==> src/rtl/uart_frame_scheduler_pkg.sv <==
// Shared types and the pixel scaling helper for the UART frame scheduler.
package uart_sched_pkg;

   typedef enum logic [2:0] {
      ST_IDLE   = 3'd0,
      ST_MSG    = 3'd1,
      ST_HEADER = 3'd2,
      ST_FETCH  = 3'd3,
      ST_WAIT   = 3'd4,
      ST_SEND   = 3'd5
   } state_t;

   typedef enum logic {
      GRANT_FRAME = 1'b0,
      GRANT_MSG   = 1'b1
   } grant_t;

   localparam logic [7:0] DEFAULT_HEADER_BYTE = 8'h00;

   // Round-to-nearest divide by 16 with saturation, or plain truncation.
   function automatic logic [7:0] scale_pixel(input logic [11:0] d, input logic trunc);
      logic [12:0] r;
      r = 13'(d) + 13'd8;
      if (trunc)      return d[11:4];
      else if (r[12]) return 8'hFF;
      else            return r[11:4];
   endfunction

endpackage

==> src/rtl/uart_frame_scheduler_if.sv <==
// BRAM read port, status-message queue and UART byte channel of the scheduler.
interface uart_frame_scheduler_if #(parameter int unsigned AW = 8);

   logic [AW-1:0] read_addr;
   logic [11:0]   data_in;
   logic          msg_valid;
   logic [7:0]    msg_byte;
   logic          msg_ready;
   logic          tx_ready;
   logic          tx_valid;
   logic [7:0]    tx_data;

   modport master (
      output read_addr, msg_ready, tx_valid, tx_data,
      input  data_in, msg_valid, msg_byte, tx_ready
   );

   modport slave (
      input  read_addr, msg_ready, tx_valid, tx_data,
      output data_in, msg_valid, msg_byte, tx_ready
   );

endinterface

==> src/rtl/uart_frame_scheduler.sv <==
// Streams header + scaled pixels of a BRAM frame to a UART byte channel and
// round-robin shares that channel with single status bytes between frames.
module uart_frame_scheduler
   import uart_sched_pkg::*;
#(
   parameter int unsigned SW_WIRE_CNT  = 16,
   parameter int unsigned RD_WIRE_CNT  = 16,
   parameter logic [7:0]  HEADER_BYTE  = DEFAULT_HEADER_BYTE,
   parameter int unsigned BRAM_LATENCY = 2
) (
   input  logic                   clk_in,
   input  logic                   rst_in,
   input  logic                   enable,
   input  logic                   truncate,
   input  logic                   frame_ready,
   uart_frame_scheduler_if.master bus,
   output logic                   busy,
   output logic                   frame_done,
   output logic                   frame_dropped
);

   localparam int unsigned N  = SW_WIRE_CNT * RD_WIRE_CNT;
   localparam int unsigned AW = $clog2(N);
   localparam int unsigned LW = (BRAM_LATENCY > 1) ? $clog2(BRAM_LATENCY) : 1;

   logic [1:0] rst_sync_q;
   logic       rst;

   state_t        state_q, state_d;
   logic [AW-1:0] addr_q, addr_d;
   logic [LW-1:0] cnt_q, cnt_d;
   logic [7:0]    tx_data_q, tx_data_d;
   logic          tx_valid_q, tx_valid_d;
   logic          msg_ready_q, msg_ready_d;
   logic          busy_q, busy_d;
   logic          frame_done_q, frame_done_d;
   logic          dropped_q, dropped_d;
   logic          pending_q, pending_d;
   grant_t        last_grant_q, last_grant_d;
   logic          xfer, hdr_xfer, cand_f, cand_m;

   // Reset asserts immediately, releases two clocks after rst_in falls.
   always_ff @(posedge clk_in or posedge rst_in) begin
      if (rst_in) rst_sync_q <= 2'b11;
      else        rst_sync_q <= {rst_sync_q[0], 1'b0};
   end
   assign rst = rst_sync_q[1];

   always_ff @(posedge clk_in or posedge rst) begin
      if (rst) begin
         state_q      <= ST_IDLE;
         addr_q       <= '0;
         cnt_q        <= '0;
         tx_data_q    <= 8'h00;
         tx_valid_q   <= 1'b0;
         msg_ready_q  <= 1'b0;
         busy_q       <= 1'b0;
         frame_done_q <= 1'b0;
         dropped_q    <= 1'b0;
         pending_q    <= 1'b0;
         last_grant_q <= GRANT_MSG;
      end else begin
         state_q      <= state_d;
         addr_q       <= addr_d;
         cnt_q        <= cnt_d;
         tx_data_q    <= tx_data_d;
         tx_valid_q   <= tx_valid_d;
         msg_ready_q  <= msg_ready_d;
         busy_q       <= busy_d;
         frame_done_q <= frame_done_d;
         dropped_q    <= dropped_d;
         pending_q    <= pending_d;
         last_grant_q <= last_grant_d;
      end
   end

   always_comb begin
      state_d      = state_q;
      addr_d       = addr_q;
      cnt_d        = cnt_q;
      tx_data_d    = tx_data_q;
      pending_d    = pending_q;
      last_grant_d = last_grant_q;
      msg_ready_d  = 1'b0;
      frame_done_d = 1'b0;
      dropped_d    = 1'b0;
      xfer         = tx_valid_q && bus.tx_ready;
      hdr_xfer     = xfer && (state_q == ST_HEADER);
      cand_f       = enable && pending_q;
      cand_m       = bus.msg_valid;

      case (state_q)
         ST_IDLE: begin
            if (cand_f && (!cand_m || last_grant_q == GRANT_MSG)) begin
               state_d      = ST_HEADER;
               tx_data_d    = HEADER_BYTE;
               last_grant_d = GRANT_FRAME;
            end else if (cand_m) begin
               state_d      = ST_MSG;
               tx_data_d    = bus.msg_byte;
               msg_ready_d  = 1'b1;
               last_grant_d = GRANT_MSG;
            end
         end
         ST_MSG: if (xfer) state_d = ST_IDLE;
         ST_HEADER: begin
            if (xfer) begin
               state_d = ST_FETCH;
               addr_d  = '0;
            end
         end
         ST_FETCH: begin
            state_d = ST_WAIT;
            cnt_d   = LW'(BRAM_LATENCY - 1);
         end
         ST_WAIT: begin
            if (cnt_q == '0) begin
               tx_data_d = scale_pixel(bus.data_in, truncate);
               state_d   = ST_SEND;
            end else begin
               cnt_d = cnt_q - LW'(1);
            end
         end
         ST_SEND: begin
            if (xfer) begin
               if (addr_q == AW'(N - 1)) begin
                  addr_d       = '0;
                  frame_done_d = 1'b1;
                  state_d      = ST_IDLE;
               end else begin
                  addr_d  = addr_q + AW'(1);
                  state_d = ST_FETCH;
               end
            end
         end
         default: state_d = ST_IDLE;
      endcase

      // A frame_ready coinciding with the header transfer queues the next frame.
      if (frame_ready) begin
         dropped_d = pending_q && !hdr_xfer;
         pending_d = 1'b1;
      end else if (hdr_xfer) begin
         pending_d = 1'b0;
      end

      tx_valid_d = (state_d == ST_MSG) || (state_d == ST_HEADER) || (state_d == ST_SEND);
      busy_d     = (state_d != ST_IDLE);
   end

   assign bus.read_addr = addr_q;
   assign bus.tx_data   = tx_data_q;
   assign bus.tx_valid  = tx_valid_q;
   assign bus.msg_ready = msg_ready_q;
   assign busy          = busy_q;
   assign frame_done    = frame_done_q;
   assign frame_dropped = dropped_q;

endmodule

==> src/flat_wrapper.sv <==
// flat-port wrapper written by rule: the top's interface ports become plain ports
module uart_frame_scheduler_flat import uart_sched_pkg::*;
#(
   parameter int unsigned SW_WIRE_CNT  = 16,
   parameter int unsigned RD_WIRE_CNT  = 16,
   parameter logic [7:0]  HEADER_BYTE  = DEFAULT_HEADER_BYTE,
   parameter int unsigned BRAM_LATENCY = 2
)
  (clk_in, rst_in, enable, truncate, frame_ready, busy, frame_done, frame_dropped, bus_read_addr, bus_msg_ready, bus_tx_valid, bus_tx_data, bus_data_in, bus_msg_valid, bus_msg_byte, bus_tx_ready);
  uart_frame_scheduler_if #(.AW(8)) bus_i ();
  input  logic clk_in;
  input  logic rst_in;
  input  logic enable;
  input  logic truncate;
  input  logic frame_ready;
  output logic busy;
  output logic frame_done;
  output logic frame_dropped;
  output wire logic [$bits(bus_i.read_addr)-1:0] bus_read_addr;
  output wire logic [$bits(bus_i.msg_ready)-1:0] bus_msg_ready;
  output wire logic [$bits(bus_i.tx_valid)-1:0] bus_tx_valid;
  output wire logic [$bits(bus_i.tx_data)-1:0] bus_tx_data;
  input wire logic [$bits(bus_i.data_in)-1:0] bus_data_in;
  input wire logic [$bits(bus_i.msg_valid)-1:0] bus_msg_valid;
  input wire logic [$bits(bus_i.msg_byte)-1:0] bus_msg_byte;
  input wire logic [$bits(bus_i.tx_ready)-1:0] bus_tx_ready;
  assign bus_read_addr = bus_i.read_addr;
  assign bus_msg_ready = bus_i.msg_ready;
  assign bus_tx_valid = bus_i.tx_valid;
  assign bus_tx_data = bus_i.tx_data;
  assign bus_i.data_in = bus_data_in;
  assign bus_i.msg_valid = bus_msg_valid;
  assign bus_i.msg_byte = bus_msg_byte;
  assign bus_i.tx_ready = bus_tx_ready;
  uart_frame_scheduler #(.SW_WIRE_CNT(SW_WIRE_CNT), .RD_WIRE_CNT(RD_WIRE_CNT), .HEADER_BYTE(HEADER_BYTE), .BRAM_LATENCY(BRAM_LATENCY)) u_core (.clk_in(clk_in), .rst_in(rst_in), .enable(enable), .truncate(truncate), .frame_ready(frame_ready), .bus(bus_i), .busy(busy), .frame_done(frame_done), .frame_dropped(frame_dropped));
endmodule
==> config.mk <==
export PLATFORM = sky130hd
export DESIGN_NAME = uart_frame_scheduler_flat
export DESIGN_NICKNAME = d
export VERILOG_FILES = /design/src/rtl/uart_frame_scheduler_pkg.sv /design/src/rtl/uart_frame_scheduler_if.sv /design/src/rtl/uart_frame_scheduler.sv /design/src/flat_wrapper.sv
export SDC_FILE = /design/constraint.sdc
export NUM_CORES = 1
export LEC_CHECK = 0
export ABC_CLOCK_PERIOD_IN_PS = 1400
export CAP_MARGIN = 30
export CORE_MARGIN = 4
export CORE_UTILIZATION = 47
export CTS_CLUSTER_DIAMETER = 60
export DETAILED_ROUTE_END_ITERATION = 8
export MAX_ROUTING_LAYER = met4
export PLACE_DENSITY = 0.86
export SYNTH_ARGS = -nofsm -noshare
export SYNTH_HDL_FRONTEND = slang
export SYNTH_SLANG_ARGS = --single-unit
export TNS_END_PERCENT = 10
==> constraint.sdc <==
create_clock -name clk_in -period 1.4 [get_ports clk_in]
set_clock_uncertainty 0.15 [all_clocks]
set_input_delay 0.28 -clock clk_in [delete_from_list [all_inputs] [get_ports clk_in]]
set_output_delay 0.28 -clock clk_in [all_outputs]
set_load 0.005 [all_outputs]
==> results of run 1 <==
==> layout by cell type, fill, tap and decap left out, types with 3 or more instances in the layout <==
| cell type | Yosys | final |
|---|---|---|
| a21o_1 | 6 | 6 |
| clkdlybuf4s50_1 | 0 | 23 |
| nor2_1 | 5 | 5 |
| o21ai_1 | 2 | 3 |
| xor2_1 | 4 | 4 |
| o21ai_0 | 7 | 4 |
| dfstp_2 | 3 | 3 |
| nand2_1 | 13 | 9 |
| buf_6 | 2 | 16 |
| mux2i_1 | 4 | 4 |
| clkbuf_4 | 0 | 5 |
| a31oi_1 | 8 | 6 |
| or3_1 | 3 | 3 |
| clkbuf_2 | 0 | 13 |
| nand3_1 | 8 | 5 |
| clkdlybuf4s15_1 | 0 | 5 |
| buf_4 | 0 | 42 |
| nand3_2 | 2 | 4 |
| nand2_2 | 0 | 4 |
| a21oi_1 | 6 | 5 |
| nand4_1 | 3 | 3 |
| and3_1 | 8 | 7 |
| inv_1 | 5 | 4 |
| a32o_1 | 5 | 5 |
| dfrtp_1 | 26 | 25 |
==> path summary, 6_finish.rpt <==
kind | endpoint | slack [ns] | depth (start not counted)
worst max-delay path | u_core.bus.tx_data[0] | -0.35 | 4
worst min-delay path | u_core.rst_sync_q[0] | 0.12 | 2
worst max register to register | u_core.bus.tx_data[0] | -0.35 | 4
worst min register to register | u_core.bus.tx_data[4] | 0.17 | 2
max in group asynchronous | u_core.last_grant_q | 0.63 | 2
min in group clk_in | u_core.rst_sync_q[1] | 0.22 | 0
==> critical path, cell delays in order, from the launching register on <==
cell,delay [ns]
dfrtp_2,0.43
or3b_4,0.44
a31oi_4,0.28
nand2_1,0.12
a32o_1,0.24
==> where the power goes <==
| part | total, mW | switching, mW | internal, mW |
|---|---|---|---|
| clock network | 0.521 | 0.332 | 0.189 |
| logic | 2.55 | 1.25 | 1.29 |
| registers | 1.34 | 0.216 | 1.13 |
==> kinds of logic after synthesis <==
kind of cell | count (synthesis) | share of synthesized area [%]
buf+inv | 11 | 3.54
fa+ha+maj | 2 | 1.51
other cells | 1 | 0.226
mux | 4 | 2.41
flops | 29 | 43.9
compound gates | 48 | 21.4
xor+xnor | 6 | 3.17
simple gates | 66 | 23.8
==> per-stage QoR <==
step / worst slack (ns) / std cells / area (sq um)
global route: -0.388 / 316 / 2730
global placement: -0.546 / 296 / 2450
detailed placement: -0.622 / 296 / 2450
floorplan: -0.270 / 167 / 1670
finish: -0.354 / 316 / 2730
CTS: -0.282 / 314 / 2630
==> final cells by class <==
cell class                 count  area share, %
multi-input combinational    127           36.9
timing repair buffer         100           31.4
inverter                       6          0.826
clock inverter                 3          0.642
clock buffer                   5           1.38
tap                           46           2.11
sequential                    29           26.8
==> flip-flops by register name (all words and copies together), names as in the netlist <==
signal / count
u_core.bus.msg_ready: 1
u_core.bus.read_addr: 8
u_core.bus.tx_data: 8
u_core.bus.tx_valid: 1
u_core.busy: 1
u_core.cnt_q: 1
u_core.frame_done: 1
u_core.frame_dropped: 1
u_core.last_grant_q: 1
u_core.pending_q: 1
u_core.rst_sync_q: 2
u_core.state_q: 3
==> what timing repair did <==
action,CTS,global route
setup endpoints to repair,44,45
gates cloned,0,0
hold endpoints to repair,0,0
pin swaps,17,15
buffers inserted,10,2
gates resized for setup,60,54
==> routing by layer <==
layer  vias to the layer above  GRT usage, %
met1                       936          27.9
met2                       112          47.6
met4                         0          10.6
met3                        35          4.83
met5                         -             -
li1                        839             -
==> qor.csv, run 1 <==
stage,metric,value,unit
route,met3_length,396,microns
synth,ys_top_cells_by_count,"dfrtp_1 (26), nand2_1 (13), a31oi_1 (8), and3_1 (8), nand3_1 (8)",
outcome,outcome,"finished, violations left",
final_layout,multi_input_area,1010,sq um
final_layout,seq_area,731,sq um
placed_design,gp_congestion,0.936,
grt,grt_overflow_total,0,
route,routed_wl,6310,microns
route,dr.pass1.iters,5,
timing,setup_viol,30,
cts,clock-sinks,29,
floorplanning,core_area,3360,sq um
critical_path,path_class,flip-flop to flip-flop,
synth,synthesis.nets,196,
synth,netlist_area,1660,sq um
route,wl_met1,2310,microns
route,num_vias,1922,
route,wl_per_cell,20.0,microns
grt,grt_usage,26.2,%
critical_path,startpoint_type,flip-flop,
synth,synth_top_cell_by_area,dfrtp_1,
synth,synth_edf_count,0,
route,wl_met2,3300,microns
route,top_layer,met4,
synth,synth.most_common_cell,dfrtp_1,
synth,synth_seq_cells,29,
worst_hold_path,hold_path.class,input pin to asynchronous set/reset pin,
grt,grt_pass1_wl,8420,microns
floorplanning,placementRows,21,
timing,hold_slack,0.117,ns
floorplanning,die_x,67.4,microns
final_layout,n_fill_cell,205,
pwr,power_density,1620,nW/um^2
synth,yosys-top-cells-area,"dfrtp_1 (39%), dfstp_2 (4.7%), a31oi_1 (3.0%)",
critical_path,end_kind,flip-flop,
flow_run,cap_violations,0,
floorplanning,dieArea,4550,sq um
critical_path,cp_max_fo,5,
cts,root_buffer,clkbuf_4,
synth,netlist.area_leader.share,39.2,%
cts,clkTransAtPathRegs,0.11,ns
cts,insertion_delay,0.34,ns
placed_design,io_buffers,44,
timing,hold_violations,0,
timing,rsz0062_at_grt,true,
cts,cts_buffers,5,
critical_path,cp-startpoint,u_core.state_q[2],
final_layout,area_growth,64.3,%
cts,cts_tree,built,
grt,grt_start_max_net_pins,28,
floorplanning,start_util,49.4,%
route,viasPerCell,6.08,
outcome,violations,setup timing,
synth,synth.distinct_cells,54,
pwr,leakage,1.23,nW
synth,synthFlopType,dfrtp_1,
pwr,finalPower,4.41,mW
route,drt_iter0_markers,287,
timing,drv_slew,0,
timing,max_freq,0.570,GHz
critical_path,crit_arrival,1.85,ns
synth,synthCells,167,
cts,cts_buffer_depth,2,
critical_path,r2r-start,u_core.state_q[2],
synth,synthArstFlopShare,100,%
timing,period_share,125,%
synth,yosysWarnings,0,
grt,antenna_found_initial,0,
final_layout,diodes,0,
pwr,ir_worst_vdd,0.940,mV
floorplanning,die_h,67.4,microns
cts,postCtsHoldBufs,0,
route,ant_nets,0,
grt,grt_pass1_vias,1828,
final_layout,drive_gt1_share,44.4,%
placed_design,dp_hpwl,3560,microns
route,drcViolationCount,0,
floorplanning,io_pins,48,
synth,synth.avg_cell_area,9.94,sq um
critical_path,cp.required,1.49,ns
timing,final.setup.worst_slack,-0.354,ns
final_layout,nNetsFinal,298,
synth,ys_seq_area_share,43.9,%
timing,period_needed,1.75,ns
timing,totalNegativeSetupSlack,-5.74,ns
final_layout,utilization,81.1,%
cts,htreeDepth,2,
Power figures use the tool's default switching activity.
==> inputs of run 2 (changes only) <==
Settings changed: SKIP_CTS_REPAIR_TIMING set to 1.
==> qor.csv, run 2 (synthesis results as in run 1) <==
stage,metric,value,unit,change
critical_path,crit_arrival,1.81,ns,-0.04 ns
cts,root_buffer,clkbuf_4,,
route,drt_iter0_markers,208,,-28%
route,wl_per_cell,18.2,microns,-9.0%
grt,use_met1,25.6,%,-2.3 points
route,ant_nets,0,,unchanged
grt,met2_usage,36.7,%,-11 points
route,viasPerCell,6.03,,-0.88%
final_layout,nNetsFinal,293,,-1.7%
timing,drv_slew,0,,unchanged
route,routed_wl,5670,microns,-10%
critical_path,startpoint_type,flip-flop,,
floorplanning,dieArea,4550,sq um,unchanged
outcome,outcome,"finished, violations left",,
grt,grt_start_max_net_pins,28,,unchanged
floorplanning,placementRows,21,,unchanged
final_layout,final_cell_area,2750,sq um,+0.87%
placed_design,gp_congestion,0.936,,unchanged
critical_path,end_kind,flip-flop,,
timing,totalNegativeSetupSlack,-5.24,ns,+0.501 ns
final_layout,area_growth,65.7,%,
route,num_vias,1881,,-2.1%
floorplanning,io_pins,48,,unchanged
critical_path,cp.required,1.45,ns,-0.04 ns
timing,rsz0062_at_grt,true,,
cts,cts_buffers,5,,unchanged
timing,final.setup.worst_slack,-0.360,ns,-0.00594 ns
grt,busiest_layer,met2,,
cts,clkTransAtPathRegs,0.09,ns,-0.02 ns
critical_path,cp_max_fo,5,,unchanged
placed_design,dp_hpwl,3560,microns,unchanged
timing,period_needed,1.76,ns,+0.00594 ns
cts,clock-sinks,29,,unchanged
route,drcViolationCount,0,,unchanged
floorplanning,die_h,67.4,microns,unchanged
final_layout,final_cell_mix,"buf_4 (40), dfrtp_1 (25), clkdlybuf4s50_1 (20)",,
floorplanning,die_x,67.4,microns,unchanged
pwr,power_density,1580,nW/um^2,-2.1%
final_layout,n_fill_cell,190,,-7.3%
grt,grt_usage,21.9,%,-4.4 points
route,dr.pass1.iters,4,,-1
grt,antenna_found_initial,1,,+1
cts,cts_buffer_depth,2,,unchanged
grt,grt_pass1_vias,1687,,-7.7%
pwr,ir_worst_vdd,1.03,mV,+9.3%
placed_design,io_buffers,44,,unchanged
worst_hold_path,hold_path.class,input pin to asynchronous set/reset pin,,
floorplanning,core_area,3360,sq um,unchanged
placed_design,place_area,2450,sq um,unchanged
timing,max_freq,0.568,GHz,-0.34%
cts,insertion_delay,0.34,ns,about the same
outcome,violations,setup timing,,
grt,use_met3,5.16,%,+0.33 points
timing,period_share,126,%,+0.42 points
pwr,leakage,1.40,nW,+14%
placed_design,pre_cts_ws,-0.622,ns,unchanged
critical_path,path_class,flip-flop to flip-flop,,
timing,hold_violations,0,,unchanged
final_layout,layout_commonest_cell,buf_4,,
floorplanning,start_util,49.4,%,unchanged
timing,setup_viol,29,,-3.3%
grt,grt_overflow_total,0,,unchanged
final_layout,drive_gt1_share,37.4,%,-7.1 points
cts,cts_tree,built,,
flow_run,cap_violations,0,,unchanged
cts,htreeDepth,2,,unchanged
grt,grt_pass1_wl,7210,microns,-14%
-- run 2: final cells by class --
| type | instances | area, sq um | share of cell area [%] |
|---|---|---|---|
| diodes | 1 | 2.50 | 0.0910 |
| clock buffers | 5 | 37.5 | 1.36 |
| clock inverters | 3 | 17.5 | 0.637 |
| flip-flops and latches | 29 | 731 | 26.6 |
| repair buffers | 95 | 886 | 32.2 |
| multi-input cells | 127 | 997 | 36.2 |
| well taps | 46 | 57.6 | 2.09 |
| inverters | 6 | 22.5 | 0.819 |
-- run 2: routing by layer --
metal,vias up,wire (microns)
met5,-,0
met4,0,263
met3,34,397
met2,92,2730
met1,919,2290
li1,836,-
-- run 2: final timing paths --
path | start | end | slack (ns) | cells past startpoint
max | u_core.state_q[2] | u_core.bus.read_addr[5] | -0.36 | 7
min | rst_in | u_core.rst_sync_q[0] | 0.13 | 2
max reg2reg | u_core.state_q[2] | u_core.bus.read_addr[5] | -0.36 | 7
min reg2reg | u_core.rst_sync_q[1] | u_core.bus.tx_data[5] | 0.18 | 2
max in group asynchronous | u_core.rst_sync_q[1] | u_core.last_grant_q | 0.60 | 2
min in group clk_in | u_core.rst_sync_q[0] | u_core.rst_sync_q[1] | 0.21 | 0
-- run 2: critical path, cell delays in order, from the launching register on --
cell and delay, ns:
dfrtp_2 0.46, buf_6 0.13, buf_6 0.11, nor3b_4 0.22
buf_6 0.16, o21ai_4 0.08, a31oi_1 0.20, o21ai_1 0.13
-- run 2: power by group --
part	internal [mW]	switching, mW
Combinational	1.32	1.18
Clock	0.189	0.329
Sequential	1.13	0.212
Total	2.64	1.72
-- run 2: through the flow --
stage	util, %	power, mW	cells	hold WS (ns)
floorplan	-	2.33	167	0.0415
global placement	72.9	3.36	296	0.162
detailed placement	72.9	3.43	296	0.176
CTS	74.6	3.93	304	0.116
global route	81.8	4.57	312	0.150
finish	81.8	4.36	312	0.129
